--- src/rtl/cpu_run_ctrl.sv ---
// cpu_run_ctrl: run/step controller that gates the CPU core clock-enable.
// It can run for a bounded number of enabled cycles, run freely until halted,
// or single-step one cycle. It also keeps a saturating count of enabled cycles.
//
// Optional feature macro: CPU_RUN_BKPT_EN
//   When defined, a RUN stops at Pc == Bkpt_addr and sets the sticky Bkpt_hit flag.
//   When undefined, Pc and Bkpt_addr are unused and Bkpt_hit is always 0.
//
// Ports:
//   Clock        in   system clock; all state changes on the rising edge
//   Resetn       in   asynchronous active-low reset
//   Start        in   begin a bounded run or a free run (level-sampled)
//   Step         in   request one enabled CPU cycle (level-sampled)
//   Halt_req     in   stop the current run
//   Use_default  in   when Cycle_limit == 0, load DEF_LIMIT instead of free-running
//   Cycle_limit  in   number of enabled cycles to run; 0 means free-run
//   Pc           in   CPU program counter (breakpoint feature only)
//   Bkpt_addr    in   breakpoint address (breakpoint feature only)
//   Cpu_en       out  registered clock-enable to the CPU core
//   Running      out  high while in RUN
//   Done         out  one-cycle pulse when a bounded run completes
//   Cycle_count  out  enabled cycles since the last Start (saturating)
//   Bkpt_hit     out  sticky breakpoint flag
module cpu_run_ctrl #(
    parameter int unsigned CNT_W     = 16,
    parameter int unsigned DEF_LIMIT = 30
) (
    input  logic             Clock,
    input  logic             Resetn,
    input  logic             Start,
    input  logic             Step,
    input  logic             Halt_req,
    input  logic             Use_default,
    input  logic [CNT_W-1:0] Cycle_limit,
    input  logic [15:0]      Pc,
    input  logic [15:0]      Bkpt_addr,
    output logic             Cpu_en,
    output logic             Running,
    output logic             Done,
    output logic [CNT_W-1:0] Cycle_count,
    output logic             Bkpt_hit
);

    localparam logic [CNT_W-1:0] CNT_MAX = '1;
    localparam logic [CNT_W-1:0] DEF_LIM = CNT_W'(DEF_LIMIT);

    typedef enum logic [1:0] {
        IDLE   = 2'd0,
        RUN    = 2'd1,
        STEP   = 2'd2,
        HALTED = 2'd3
    } state_t;

    state_t           state_q, state_d;
    logic [CNT_W-1:0] limit_q, limit_d;
    logic [CNT_W-1:0] cnt_q, cnt_d;
    logic             cpu_en_q, cpu_en_d;
    logic             running_q, running_d;
    logic             done_q, done_d;
    logic             bkpt_q, bkpt_d;

    logic [CNT_W-1:0] cnt_inc_c;
    logic             bkpt_match_c;

    // Breakpoint comparator, or a constant 0 when the feature is compiled out
`ifdef CPU_RUN_BKPT_EN
    assign bkpt_match_c = (Pc == Bkpt_addr);
`else
    logic unused_bkpt_c;
    assign unused_bkpt_c = ^{Pc, Bkpt_addr};
    assign bkpt_match_c  = 1'b0;
`endif

    // Saturating increment: a free run parks at all-ones instead of wrapping
    assign cnt_inc_c = (cnt_q == CNT_MAX) ? cnt_q : cnt_q + CNT_W'(1);

    // State and registered outputs
    always_ff @(posedge Clock or negedge Resetn) begin
        if (!Resetn) begin
            state_q   <= IDLE;
            limit_q   <= '0;
            cnt_q     <= '0;
            cpu_en_q  <= 1'b0;
            running_q <= 1'b0;
            done_q    <= 1'b0;
            bkpt_q    <= 1'b0;
        end else begin
            state_q   <= state_d;
            limit_q   <= limit_d;
            cnt_q     <= cnt_d;
            cpu_en_q  <= cpu_en_d;
            running_q <= running_d;
            done_q    <= done_d;
            bkpt_q    <= bkpt_d;
        end
    end

    // Next-state and next-output logic
    always_comb begin
        state_d  = state_q;
        limit_d  = limit_q;
        cnt_d    = cnt_q;
        cpu_en_d = 1'b0;
        done_d   = 1'b0;
        bkpt_d   = bkpt_q;

        unique case (state_q)
            IDLE, HALTED: begin
                // Start has priority over Step
                if (Start) begin
                    limit_d  = ((Cycle_limit == '0) && Use_default) ? DEF_LIM : Cycle_limit;
                    cnt_d    = '0;
                    bkpt_d   = 1'b0;
                    state_d  = RUN;
                    cpu_en_d = 1'b1;
                end else if (Step) begin
                    state_d  = STEP;
                    cpu_en_d = 1'b1;
                end
            end

            RUN: begin
                // Cpu_en is high in every RUN cycle, so each one is counted
                cnt_d    = cnt_inc_c;
                cpu_en_d = 1'b1;
                if (Halt_req || bkpt_match_c) begin
                    // A halt or breakpoint wins over a limit reached in the same cycle
                    state_d  = HALTED;
                    cpu_en_d = 1'b0;
                    bkpt_d   = bkpt_q | bkpt_match_c;
                end else if ((limit_q != '0) && (cnt_inc_c == limit_q)) begin
                    state_d  = IDLE;
                    cpu_en_d = 1'b0;
                    done_d   = 1'b1;
                end
            end

            STEP: begin
                // The single step always completes; Halt_req and breakpoints are ignored
                cnt_d   = cnt_inc_c;
                state_d = HALTED;
            end

            default: begin
                state_d = IDLE;
            end
        endcase

        running_d = (state_d == RUN);
    end

    assign Cpu_en      = cpu_en_q;
    assign Running     = running_q;
    assign Done        = done_q;
    assign Cycle_count = cnt_q;
    assign Bkpt_hit    = bkpt_q;

endmodule
--- config.mk ---
export PLATFORM = sky130hd
export DESIGN_NAME = cpu_run_ctrl
export DESIGN_NICKNAME = d
export VERILOG_FILES = /design/src/rtl/cpu_run_ctrl.sv
export SDC_FILE = /design/constraint.sdc
export NUM_CORES = 1
export LEC_CHECK = 0
export ABC_AREA = 1
export CORE_MARGIN = 10
export CORE_UTILIZATION = 51
export DETAILED_ROUTE_END_ITERATION = 6
export HOLD_SLACK_MARGIN = 0.05
export PLACE_DENSITY = 0.95
export SKIP_CTS_REPAIR_TIMING = 1
export SLEW_MARGIN = 15
export SYNTH_ARGS = -nofsm -noshare
export SYNTH_HDL_FRONTEND = slang
export SYNTH_SLANG_ARGS = --single-unit
--- constraint.sdc ---
create_clock -name Clock -period 6.6 [get_ports Clock]
set_clock_uncertainty 0.1 [all_clocks]
set_input_delay 1.32 -clock Clock [delete_from_list [all_inputs] [get_ports Clock]]
set_output_delay 1.32 -clock Clock [all_outputs]
set_load 0.01 [all_outputs]
; Yosys cells after proc, flatten, opt, wreduce, memory -nomap -nowiden
; Index checks and enable logic that the tools add are counted.
[word_totals]
input_bits = 54
reg_bits = 37
elab_cells = 39
[classes]
reduce_logical = 8
n_mux = 17
addsub = 1
eq_ne = 7
[ops]
columns = cell, count
row1 = two-way mux 16 bit, 3
row2 = case mux 16 bit (2 select lines), 1
row3 = "adder 16 x 1 -> 16 bit, second input constant", 1
row4 = equality test 16 bit, 1
row5 = "equality test 16 bit, second input constant", 1
row6 = zero test 16 bit, 1
row7 = nonzero test 16 bit, 1
row8 = two-way mux 2 bit, 4
row9 = two-way mux 1 bit, 7
row10 = case mux 2 bit (3 select lines), 1
row11 = "equality test 2 x 1 -> 1 bit, second input constant", 2
row12 = "equality test 2 bit, second input constant", 2
row13 = OR reduction 2 bit, 2
row14 = logical AND 1 bit, 2
row15 = zero test 2 bit, 1
row16 = "inequality test 2 bit, second input constant", 1
row17 = case mux 1 bit (2 select lines), 1
row18 = AND reduction 2 bit, 1

; Longest topological paths before layout
; Gate-level depths: netlist of the first run.
[depth]
word_depth = 8
ltp_mapped = 21
depth_no_buf = 20

; Least setup slack after synthesis of the first run
; OpenSTA, ideal clock, no wires.
[synth_timing]
path_kind = input to register
startpoint = input port Cycle_limit[2]
endpoint = register limit_q[1]
setup_ns = 0.087
t_arrival_ns = 2.248
stages = 4
slack_ns = 4.165
t_required_ns = 6.413
path_cell_list = or4_1 nor3_1 nand4_1 a22oi_1
[synth_via]
elab_chain_len = 3
[synth_rtl]
columns = item, line_no
row1 = from (decl), 34  ; input logic [CNT_W-1:0] Cycle_limit,
row2 = zero test 16 bit, 111  ; limit_d = ((Cycle_limit == '0) && Use_default) ? DEF_LIM : Cycle_limit;
row3 = logical AND 1 bit, 111
row4 = two-way mux 16 bit, 111
row5 = to (signal assigned), 89  ; limit_q <= limit_d;
row6 = to (decl), 55  ; logic [CNT_W-1:0] limit_q, limit_d;
; Every way passes these cells.
; A chain may end at the register's enable or synchronous reset.

; Worst setup path after layout of the first run
[layout_timing]
startpoint = register cnt_q[2], in the netlist Cycle_count[2]
endpoint = output port Cycle_count[2]
[layout_rtl]
columns = item, line_no
row1 = from (decl), 56  ; logic [CNT_W-1:0] cnt_q, cnt_d;
row2 = from (signal assigned), 90  ; cnt_q <= cnt_d;
row3 = to (decl), 40  ; output logic [CNT_W-1:0] Cycle_count,
; No word-level cell between the ends.

==> results of run 1 <==
-- through the flow --
step           total power (uW)  instances  setup slack (ns)  cell area (um2)
6_report                   1237        466             3.794             3047
5_1_grt                    1338        466             3.631             3047
4_1_cts                    1226        466             3.796             3047
3_5_place_dp               1016        458             3.594             2930
3_3_place_gp              991.5        458             3.606             2930
2_1_floorplan             812.7        357             4.165             2484
-- power groups by stage --
stage / sequential [uW] / clock (uW) / combinational (uW)
floorplan: 409 / 0 / 403
global placement: 415 / 0 / 577
detailed placement: 420 / 0 / 597
CTS: 416 / 210 / 600
global route: 433 / 221 / 684
finish: 419 / 207 / 611
-- layout by cell type (no fill, tap or decap), types with 2 or more instances in the layout --
| cell | instances |
|---|---|
| dfrtp_1 | 37 |
| nand3_1 | 29 |
| nor2_4 | 2 |
| a22o_1 | 3 |
| a22oi_1 | 4 |
| a21oi_1 | 2 |
| inv_1 | 45 |
| nor2_2 | 4 |
| clkbuf_8 | 6 |
| o22ai_1 | 3 |
| nand2_4 | 2 |
| nand3b_1 | 4 |
| nand3_2 | 2 |
| nor4_1 | 4 |
| nand2_1 | 115 |
| nor2_1 | 29 |
| xor2_1 | 2 |
| clkdlybuf4s50_1 | 40 |
| nor3_1 | 3 |
| nand2_2 | 6 |
| o21ai_0 | 24 |
| mux2_2 | 5 |
| nand4_1 | 12 |
| ha_1 | 3 |
-- cell type report --
cell class                 count  area share [%]
multi-input combinational    266           43.82
sequential                    37           30.39
timing repair buffer          41           13.39
tap                           67           2.752
clock buffer                   7           2.834
inverter                      47           5.832
clock inverter                 1          0.9856
-- metal layers --
| metal | global-route usage (%) | up-vias | wire length [um] |
|---|---|---|---|
| met2 | 25.97 | 126 | 2948 |
| met1 | 20.89 | 1192 | 2931 |
| li1 | - | 1240 | - |
| met3 | 4.239 | 25 | 553 |
| met4 | 5.391 | 0 | 168 |
| met5 | 0 | - | 0 |
-- synthesized netlist by cell type (all sizes together), types with 2 or more instances --
master / number
nand3: 31
a22o: 3
a21oi: 2
a22oi: 4
nand3b: 4
clkbuf: 3
xor2: 2
ha: 3
o22ai: 3
mux2: 5
o21ai: 25
nand4: 13
nand2: 123
inv: 46
nor2: 35
dfrtp: 37
nor4: 4
buf: 4
nor3: 3
-- registers in the layout, summed over array words and instances (netlist names) --
name / cells
state_q: 2
Cpu_en: 1
Cycle_count: 16
Done: 1
Running: 1
limit_q: 16
-- how the worst max path moves through the flow --
stage / slack, ns / cells past startpoint / startpoint / to
2_1_floorplan: 4.17 / 4 / Cycle_limit[2] / limit_q[1]$_DFFE_PN0P_
3_3_place_gp: 3.61 / 3 / Start / limit_q[15]$_DFFE_PN0P_
3_5_place_dp: 3.59 / 3 / Start / limit_q[14]$_DFFE_PN0P_
4_1_cts: 3.80 / 1 / Cycle_count[2]$_DFFE_PN0P_ / Cycle_count[2]
5_1_grt: 3.63 / 16 / Cycle_count[0]$_DFFE_PN0P_ / Running$_DFF_PN0_
6_report: 3.79 / 1 / Cycle_count[2]$_DFFE_PN0P_ / Cycle_count[2]
-- logic make-up after synthesis --
logic type      count (synthesis)  share of synthesized area, %
simple gates                  216                         39.95
buf+inv                        54                         8.967
flops                          37                         37.28
other cells                     1                        0.1510
mux                             5                         2.267
fa+ha+maj                       3                         1.511
compound gates                 38                         8.817
xor+xnor                        3                         1.058
==> results by group, run 1 <==
Layout
  • FILL cells: 407
  • Nets: 455
  • N_diodes: 0
  • FF/Latch Area: 925.9 um2
  • Final core utilization: 64.50%
  • Area of the multi-input gates: 1335 um2
  • Share of cells above drive strength 1: 8.020%
  • Area grow syn2layout: 22.67%

Global route
  • Global route overflow: 0
  • Gr usage total: 16.32%
  • Pin count of the biggest net entering global routing: 38
  • First-pass GRT wire length: 11,270 um
  • Vias in the first global route: 2,406
  • Initial antenna violation count: 0

Synthesis
  • Register area share after synthesis: 37.28%
  • Synth cell types: 36
  • Post-synth ARST share: 100.0%
  • Syn Nets: 414
  • Yosys top cell area share: 37.28%
  • Flops & latches, synth: 37
  • Leading area contributor after synthesis: dfrtp_1
  • Avg Cell Area, Syn: 6.957 um2
  • Top post-synthesis cells by area: dfrtp_1 37%, nand2_1 17%, inv_1 6.8%, nand3_1 5.8%, o21ai_0 4.8%
  • YS warnings: 0
  • Most used DFF post-synth: dfrtp_1
  • Post-synth EDFFs: 0
  • Synth Instances: 357
  • Mapped Area: 2484 um2

Critical path
  • Critical path arrival: 1.39 ns
  • CP Capture Type: primary output
  • Crit path buf inv count: 1
  • Worst path slowest cell: clkdlybuf4s50_1
  • Cells along the critical path: clkdlybuf4s50_1
  • Critical Path RT: 5.18 ns
  • Crit Path Max Fanout: 7
  • R2r setup slk: 3.90 ns
  • R2R cell count: 19
  • Family with the most delay on the worst path: buffers and inverters
  • Reg2reg end: Running$_DFF_PN0_
  • CP max stage delay: 0.60 ns
  • RR Startpoint: Cycle_count[0]$_DFFE_PN0P_
  • Startpoint Class: flip-flop
  • Crit Path Category: flip-flop to primary output

Routing
  • Routed WL: 6603 um
  • First-pass DRT Iterations: 7
  • Detailed router's first-iteration violation count: 307
  • Vias: 2,583
  • Routed WL per cell: 14.17 um
  • Vias per Instance: 5.543
  • Remaining DRCs: 0
  • Routed Antenna Nets: 0

Clocking
  • Worst skew pair latency: 0.30 ns
  • Inserted Clock Buffers: 5
  • Clock Path Buffers: 2
  • Clock tree root driver cell: clkbuf_8
  • Worst-path clk slew: 0.07 ns
  • Clock Sink Count: 37
  • Max H-tree Level: 2
  • CTS tree: built

Run
  • Number of max-cap violations: 0

Floorplan
  • Rows: 25
  • Die height: 89.79 um
  • Ports: 74
  • Initial core utilization: 52.58%
  • Core footprint: 4723 um2
  • Die Width: 89.79 um
  • Die ar.: 8061 um2

Power
  • Internal power: 687.6 uW
  • Cell area power density: 405.9 nW/um2
  • Net switching power: 549.2 uW
  • Switching share of power: 44.40%
  • Max VDD drop: 0.2047 mV
  • Leakage: 0.001454 uW
  • Comb pwr share: 49.4%
  • Reg power frac: 33.9%
  • Clock Power Share: 16.7%

Timing
  • Slew @ Worst Pin: 0.7869 ns
  • Final hold viol count: 0
  • Slew headroom: 47.41%
  • RSZ-0062 raised after global routing: false
  • Final period demand of the worst path: 2.806 ns
  • Final setup violation count: 0
  • Hold Slack: 0.4511 ns
  • Setup TNS: 0 ns
  • Fmax: 356.4 MHz
  • Tcrit/Tclk final: 42.52%
  • Max-slew violations: 0

Placed design
  • Dpl hpwl: 5078 um
  • IO buf count: 40
  • RD Place Congestion: 1.048

Min path
  • Hold EP: limit_q[12]$_DFFE_PN0P_
  • Hold Path Stages: 2
  • Worst min path class: flip-flop to flip-flop
  • Hold Crit Start: limit_q[12]$_DFFE_PN0P_

Status
  • Outcome: complete, no violations
(Power assumes the default switching activity.)
==> inputs of run 2 (changes only) <==
CORE_UTILIZATION = 48   (was 51)
PLACE_DENSITY = 0.93   (was 0.95)
clock period = 2.8 ns   (was 6.6 ns; I/O delays follow)
==> run 2 against run 1 <==
  * Die area rose by 4.8%
  * Critical path depth increased by 15
  * First-iteration DRC count is 8.1% higher
  * Final area rose by 1.8%
  * Cell count rose by 1.5%
  * Critical path type is now flip-flop to flip-flop
  * Critical endpoint is now state_q[0]$_DFF_PN0_
  * Highest routed layer unchanged
==> results by group, run 2 (same netlist as run 1, synthesis figures left out) <==
Critical path
  • Crit Path Category: flip-flop to flip-flop
  • Crit Path Max Fanout: 5
  • R2R cell count: 16
  • RR Startpoint: Cycle_count[1]$_DFFE_PN0P_
  • CP Launch Point: Cycle_count[1]$_DFFE_PN0P_
  • Critical path arrival: 2.58 ns
  • Critical Path RT: 2.88 ns
  • CP Capture Type: flip-flop
  • R2r setup slk: 0.31 ns
  • Worst Setup EP: state_q[0]$_DFF_PN0_
  • Reg2reg end: state_q[0]$_DFF_PN0_
  • Startpoint Class: flip-flop

Layout
  • Area grow syn2layout: 24.89%
  • Finished Layout Cells: 473
  • Final instance area: 3102 um2
  • Nets: 459
  • FILL cells: 436
  • Most common cell after layout, fill and taps aside: nand2_1
  • Share of cells above drive strength 1: 10.17%
  • Commonest cells after routing, fill and taps aside: 114 x nand2_1, 45 x inv_1, 40 x clkdlybuf4s50_1
  • N_diodes: 0

Timing
  • Final period demand of the worst path: 2.494 ns
  • Hold Slack: 0.4706 ns
  • Setup TNS: 0 ns
  • Final hold viol count: 0
  • Fmax: 401.0 MHz
  • RSZ-0062 raised after global routing: false
  • Tcrit/Tclk final: 89.07%
  • Slew @ Worst Pin: 0.7270 ns
  • Slew headroom: 51.42%
  • Max-slew violations: 0
  • Final setup violation count: 0

Global route
  • M3 GR Usage: 3.178%
  • Gr usage total: 16.28%
  • Pin count of the biggest net entering global routing: 38
  • Vias in the first global route: 2,554
  • First-pass GRT wire length: 11,630 um
  • Met2 usage: 26.71%
  • Global route hottest layer: met2
  • M1 GR Usage: 20.14%
  • Global route overflow: 0
  • Initial antenna violation count: 0

Placed design
  • RD Place Congestion: 0.9415
  • IO buf count: 40
  • Dpl hpwl: 5200 um
  • Placed cell areas: 2949 um2
  • Post-Place Cells: 463

Status
  • Outcome: complete, no violations

Min path
  • Worst min path class: flip-flop to flip-flop

Clocking
  • Inserted Clock Buffers: 5
  • Worst skew pair latency: 0.29 ns
  • Clock Sink Count: 37
  • CTS tree: built
  • Clock Path Buffers: 2
  • Worst-path clk slew: 0.08 ns
  • Clock tree root driver cell: clkbuf_8
  • Max H-tree Level: 2

Routing
  • Vias: 2,622
  • Routed WL: 6898 um
  • Routed Antenna Nets: 0
  • First-pass DRT Iterations: 5
  • Vias per Instance: 5.543
  • Remaining DRCs: 0
  • Detailed router's first-iteration violation count: 332
  • Routed WL per cell: 14.58 um

Floorplan
  • Ports: 74
  • Core footprint: 5075 um2
  • Die height: 91.93 um
  • Die Width: 91.93 um
  • Rows: 26
  • Initial core utilization: 48.94%
  • Die ar.: 8451 um2

Power
  • Leakage: 0.001453 uW
  • Max VDD drop: 0.4656 mV
  • Cell area power density: 960.1 nW/um2

Run
  • Number of max-cap violations: 0
[run 2: report_power, final]
| group | switching [uW] | total, uW | internal, uW |
|---|---|---|---|
| Clock | 203 | 492 | 290 |
| Combinational | 893 | 1500 | 611 |
| Sequential | 233 | 982 | 749 |
[run 2: layer usage]
| metal | up-vias | wire [um] | part of all wire (%) |
|---|---|---|---|
| li1 | 1253 | - | - |
| met1 | 1192 | 2843 | 41 |
| met2 | 147 | 3216 | 47 |
| met3 | 30 | 614 | 8.9 |
| met4 | 0 | 223 | 3.2 |
| met5 | - | 0 | 0 |
[run 2: worst min path at each step]
stage                                        from                 endpoint  slack (ns)  depth (start not counted)
after floorplan                            Resetn         Cpu_en$_DFF_PN0_        0.16                          0
after global placement    limit_q[10]$_DFFE_PN0P_  limit_q[10]$_DFFE_PN0P_        0.42                          2
after detailed placement  limit_q[13]$_DFFE_PN0P_  limit_q[13]$_DFFE_PN0P_        0.45                          2
after CTS                 limit_q[13]$_DFFE_PN0P_  limit_q[13]$_DFFE_PN0P_        0.47                          2
after global routing      limit_q[14]$_DFFE_PN0P_  limit_q[14]$_DFFE_PN0P_        0.50                          1
final                     limit_q[13]$_DFFE_PN0P_  limit_q[13]$_DFFE_PN0P_        0.47                          2
[run 2: layout make-up]
type	count	area (um2)	share of cell area [%]
Multi-Input combinational cell	266	1351	43.57
Sequential cell	37	927.1	29.89
Timing Repair Buffer	45	437.9	14.12
Inverter	47	177.7	5.728
Tap cell	70	87.58	2.824
Clock buffer	6	82.58	2.662
Clock inverter	2	37.54	1.210
[run 2: stage by stage]
| stage | utilization, % | setup WS (ns) | total power [uW] |
|---|---|---|---|
| final | 61.12 | 0.3062 | 2978 |
| after global routing | 61.12 | 0.01643 | 3221 |
| after CTS | 60.48 | 0.1817 | 2918 |
| after detailed placement | 58.11 | 0.2203 | 2413 |
| after global placement | 58.11 | 0.2634 | 2362 |
| after floorplan | - | 0.5434 | 1916 |
[run 2: critical path: stages, from the launching register on]
cell and delay [ns]:
dfrtp_1 0.40, ha_2 0.23, nand2_2 0.07, nor2_4 0.18
nand2_4 0.09, nor2_1 0.17, nand2_1 0.14, nand4_1 0.15
nand3_1 0.09, nor2_1 0.17, nand4_2 0.16, nand2_1 0.09
nand2_1 0.04, nand2_1 0.05, nand3_1 0.06, nand2_1 0.14
inv_1 0.05
